[src/rtl/fetch_aligner.sv]
// Word-aligned fetch sequencer feeding a three-slot halfword buffer that presents
// one 16-bit (zero-extended) or 32-bit instruction per cycle to the decoder.
module fetch_aligner #(
   parameter logic [31:0] RESET_VECTOR = 32'h0000_0000
) (
   input  logic        i_clk,
   input  logic        i_rst,
   output logic        o_fetch_req,
   output logic [31:0] o_fetch_addr,
   input  logic        i_fetch_valid,
   input  logic [31:0] i_fetch_data,
   input  logic        i_redirect,
   input  logic [31:0] i_redirect_pc,
   input  logic        i_stall,
   output logic [31:0] o_instr,
   output logic [31:0] o_instr_pc,
   output logic        o_instr_valid,
   output logic        o_instr_compressed,
   output logic [1:0]  o_dbg_state
);

   // Handshakes: a fetch is a one-cycle o_fetch_req pulse answered later by exactly one
   // i_fetch_valid strobe; the decoder takes o_instr in any cycle with
   // o_instr_valid && !i_stall, otherwise the instruction is held unchanged.

   // State bits read directly as {drop, pend}.
   typedef enum logic [1:0] {
      ST_IDLE    = 2'b00,
      ST_WAIT    = 2'b01,
      ST_DISCARD = 2'b11
   } ctl_state_t;

   ctl_state_t  state, state_next;
   logic [47:0] par_buf, buf_next, shifted, merged;
   logic [1:0]  cnt, cnt_next, cnt_post, cons_n, app_n;
   logic [31:0] head_pc, fetch_pc, app_word;
   logic        skip;
   logic        head_is32, enough, consume, accept;
   logic        unused_bits;

   assign unused_bits = i_redirect_pc[0];

   assign head_is32          = (par_buf[1:0] == 2'b11);
   assign enough             = head_is32 ? (cnt >= 2'd2) : (cnt >= 2'd1);
   assign o_instr_valid      = enough && !i_redirect && !i_rst;
   assign o_instr            = head_is32 ? par_buf[31:0] : {16'h0000, par_buf[15:0]};
   assign o_instr_compressed = !head_is32;
   assign o_instr_pc         = head_pc;
   assign o_fetch_addr       = fetch_pc;
   assign o_dbg_state        = state;

   assign consume  = o_instr_valid && !i_stall;
   assign cons_n   = consume ? (head_is32 ? 2'd2 : 2'd1) : 2'd0;
   assign cnt_post = cnt - cons_n;

   assign o_fetch_req = (state == ST_IDLE) && !i_redirect && !i_rst && (cnt_post <= 2'd1);

   // A response while idle can only be an orphan from before reset; it is kept.
   assign accept   = i_fetch_valid && (state != ST_DISCARD);
   assign app_word = skip ? {16'h0000, i_fetch_data[31:16]} : i_fetch_data;
   assign app_n    = skip ? 2'd1 : 2'd2;

   always_comb begin
      shifted = par_buf;
      case (cons_n)
         2'd1:    shifted = {16'h0000, par_buf[47:16]};
         2'd2:    shifted = {32'h0000_0000, par_buf[47:32]};
         default: shifted = par_buf;
      endcase
   end

   // Appends land right after the surviving parcels; a request is only made when at
   // most one parcel survives, so the buffer never overflows.
   always_comb begin
      merged = shifted;
      case (cnt_post)
         2'd0:    merged = {16'h0000, app_word};
         2'd1:    merged = {app_word, shifted[15:0]};
         2'd2:    merged = {app_word[15:0], shifted[31:0]};
         default: merged = shifted;
      endcase
      buf_next = accept ? merged : shifted;
      cnt_next = accept ? (cnt_post + app_n) : cnt_post;
   end

   always_comb begin
      state_next = state;
      if (i_redirect) begin
         state_next = ((state != ST_IDLE) && !i_fetch_valid) ? ST_DISCARD : ST_IDLE;
      end else begin
         case (state)
            ST_IDLE:    if (o_fetch_req) state_next = ST_WAIT;
            ST_WAIT:    if (i_fetch_valid) state_next = ST_IDLE;
            ST_DISCARD: if (i_fetch_valid) state_next = ST_IDLE;
            default:    state_next = ST_IDLE;
         endcase
      end
   end

   always_ff @(posedge i_clk) begin
      if (i_rst) state <= ST_IDLE;
      else       state <= state_next;
   end

   always_ff @(posedge i_clk) begin
      if (i_rst) begin
         par_buf  <= '0;
         cnt      <= 2'd0;
         head_pc  <= RESET_VECTOR;
         fetch_pc <= RESET_VECTOR;
         skip     <= 1'b0;
      end else if (i_redirect) begin
         cnt      <= 2'd0;
         head_pc  <= {i_redirect_pc[31:1], 1'b0};
         fetch_pc <= {i_redirect_pc[31:2], 2'b00};
         skip     <= i_redirect_pc[1];
      end else begin
         par_buf <= buf_next;
         cnt     <= cnt_next;
         head_pc <= head_pc + {29'd0, cons_n, 1'b0};
         if (o_fetch_req) fetch_pc <= fetch_pc + 32'd4;
         if (accept)      skip     <= 1'b0;
      end
   end

endmodule
[config.mk]
export PLATFORM = sky130hd
export DESIGN_NAME = fetch_aligner
export DESIGN_NICKNAME = d
export VERILOG_FILES = /design/src/rtl/fetch_aligner.sv
export SDC_FILE = /design/constraint.sdc
export NUM_CORES = 1
export LEC_CHECK = 0
export CAP_MARGIN = 20
export CORE_MARGIN = 1.5
export CORE_UTILIZATION = 29
export CTS_CLUSTER_SIZE = 10
export DETAILED_ROUTE_END_ITERATION = 16
export PLACE_DENSITY = 0.55
export SLEW_MARGIN = 20
export SYNTH_ARGS = -nofsm -noshare
export SYNTH_HDL_FRONTEND = slang
export SYNTH_SLANG_ARGS = --single-unit
export TNS_END_PERCENT = 50
[constraint.sdc]
create_clock -name i_clk -period 4.79 [get_ports i_clk]
set_input_delay 1.437 -clock i_clk [delete_from_list [all_inputs] [get_ports i_clk]]
set_output_delay 1.437 -clock i_clk [all_outputs]
set_load 0.1 [all_outputs]
==> results.yml <==
cts:
  cts.sinks: 114
  cts_inserted_buffers: 17
  htreeDepth: 4
  cts_tree: "built"
  cts.path.max_buffers: 2
  worst_skew_pair.late_latency_ns: 0.42
  cts.clk_slew.worst_paths_ns: 0.06
  cts_root_buffer: "clkbuf_16"
global_route:
  overflow: 0
  grt_max_degree: 64
  grt_use_total_pct: 19.61
  antenna_found_initial: 0
  grt_pass1_wl_mm: 40.56
  grt_pass1_vias: 7339
logic_synthesis:
  synth-main-ff-cell: "dfxtp_1"
  synth_top_area_cell: "dfxtp_1"
  synth_cell_type_count: 70
  synthCells: 951
  synth_edf_count: 0
  synth_top_area_share_pct: 30.92
  ys_warn_count: 0
  yosysSeqAreaShare_pct: 30.92
  ys_ff_latch: 114
  postSynth.asyncResetShare_pct: 0
  synth.area.top_cells: "dfxtp_1, a21oi_1, nand2_1"
  avgSynthCellArea_sq_um: 7.761
  syn_area_sq_um: 7381
placement:
  dp_hpwl_mm: 18.00
  io_buffers: 165
  routabilityCongestion: 0.7991
  post-place-cells: 1402
timing:
  setup_viol_count_final: 0
  fin_crit_ns: 4.618
  grt_setup_unrepaired: "no"
  relSlewSlack_pct: 29.35
  final.period_utilization_pct: 96.42
  maxSlewViolCount: 0
  skew_ns: 0.01049
  finalHoldViolCount: 0
  worst_pin_slew_ns: 1.056
  fmax_mhz: 216.5
  fin_tns_setup_ns: 0
drt:
  dr.pass1.iters: 6
  drt-total-wl_mm: 25.80
  drtAntennaViolNets: 0
  vias: 7708
  first_iter_violations: 631
  drc: 0
  drt-wirelength-per-cell_microns: 17.99
  vias_per_cell: 5.375
worst_setup_path:
  path_cells: "clkdlybuf4s50_1, nor3_2, o21ai_2, a21oi_1, ha_2, nor2b_1, nand2_1, nand3_1, inv_2, buf_12"
  slowest_stage: "clkdlybuf4s50_1"
  critPathMaxStageDelay_ns: 0.44
  startpoint_type: "input pin"
  path_class: "in -> out"
  cp.required_ns: 3.35
  arrival_ns: 3.18
  worst_setup_path_end_kind: "primary output"
  cp_max_fo: 4
die:
  fp.dieW_microns: 162.5
  die_area_sq_um: 26420
  core_sq_um: 25110
  rows: 58
  io_pins: 170
  start_util_pct: 29.40
  die_h_microns: 162.5
power:
  power.leakage_nw: 3.673
  power_density_nw_per_um2: 329.3
  max-vdd-ir-drop_mv: 0.1538
  total_power_mw: 3.262
cells_and_area:
  fin_nets: 1166
  multi_input_area_sq_um: 4487
  utilization_pct: 39.46
  final_common_cell: "clkdlybuf4s50_1"
  final_cell_mix: "clkdlybuf4s50_1, dfxtp_1, nand2_1"
  final_cells: 1434
  area_delta_synth_final_pct: 34.23
  diodes: 0
  area.sequential_sq_um: 2282
  nFillCells: 2592
  drive_gt1_share_pct: 12.05
worst_hold_path:
  min_path_type: "reg -> reg"
run_status:
  status: "completed"
job:
  max_cap_viol_count: 0
[cell families (layout without fill, tap and decap cells)]
group / count (synthesis) / count (layout) / synth area share (%)
DFF: 114 / 114 / 30.92
AOI/OAI and AO/OA: 258 / 258 / 25.19
xor gates and xnor gates: 25 / 25 / 2.967
adders and majority gates: 6 / 6 / 1.119
muxes: 37 / 37 / 5.475
other: 1 / 3 / 0.05081
and+or+nand+nor: 372 / 372 / 25.63
buffers and inverters: 138 / 289 / 8.646
[final timing paths]
path         cells after the start                       end  slack (ns)                    start
max                             10               o_fetch_req        0.17                  i_stall
min reg2reg                      1   par_buf[2]$_SDFFE_PP0N_        0.48  par_buf[2]$_SDFFE_PP0N_
min                              1   par_buf[2]$_SDFFE_PP0N_        0.48  par_buf[2]$_SDFFE_PP0N_
max reg2reg                     12  par_buf[27]$_SDFFE_PP0N_        1.39  par_buf[1]$_SDFFE_PP0N_
[flip-flops by register name, indices dropped and copies added (netlist names)]
signal / flops
o_dbg_state: 2
o_fetch_addr: 30
skip: 1
cnt: 2
o_instr_pc: 31
par_buf: 48
[layer usage]
| metal | up-vias | track usage [%] | wire [microns] |
|---|---|---|---|
| met3 | 30 | 4.507 | 1683 |
| met4 | 0 | 5.171 | 399 |
| met2 | 230 | 31.62 | 11900 |
| met1 | 3676 | 26.24 | 11820 |
| met5 | - | 0 | 0 |
| li1 | 3772 | - | - |
[synthesized netlist by cell type (17+ instances only)]
cell type	number
dfxtp_1	114
nand2_1	98
a21oi_1	82
nor2_1	69
nand3_1	55
clkbuf_1	47
inv_1	47
nor3_1	37
nand4_1	30
o21ai_0	25
o31a_1	23
buf_4	22
xnor2_1	20
mux2i_1	19
a32o_1	17
and3_1	17
mux2_2	17
[through the flow]
stage	hold slack (ns)	instance area (sq um)	setup WS (ns)
2_1_floorplan	0.4576	7397	-0.03304
3_3_place_gp	0.4719	9310	0.05099
3_5_place_dp	0.4750	9310	0.05323
4_1_cts	0.4902	9899	0.02705
5_1_grt	0.4977	9907	0.02936
6_report	0.4824	9907	0.1717
[critical path, delay by kind of cell]
kind                     cells  cell delay [ns]
AO/OA/AOI/OAI                2             0.28
adder cells (fa/ha/maj)      1             0.25
buffers and inverters        3             0.76
AND/OR/NAND/NOR              4             0.46
[where the power goes]
group	total, mW	internal [mW]	switching, mW
logic	0.892	0.278	0.614
clock network	1.27	0.793	0.478
registers	1.10	1.02	0.0817
total	3.26	2.09	1.17
[layout make-up]
type	count	share of cell area [%]
well taps	330	4.168
inverters	47	1.781
clock buffers	20	4.610
repair buffers	210	19.78
clock inverters	12	1.339
flip-flops and latches	114	23.04
multi-input cells	701	45.29
[timing repair]
item                                    in CTS  in global routing
resized for setup                            0                  3
hold buffers                                 0                  0
endpoints found under the setup margin       0                  1
buffers inserted                             0                  0
Power figures use the tool's default switching activity.
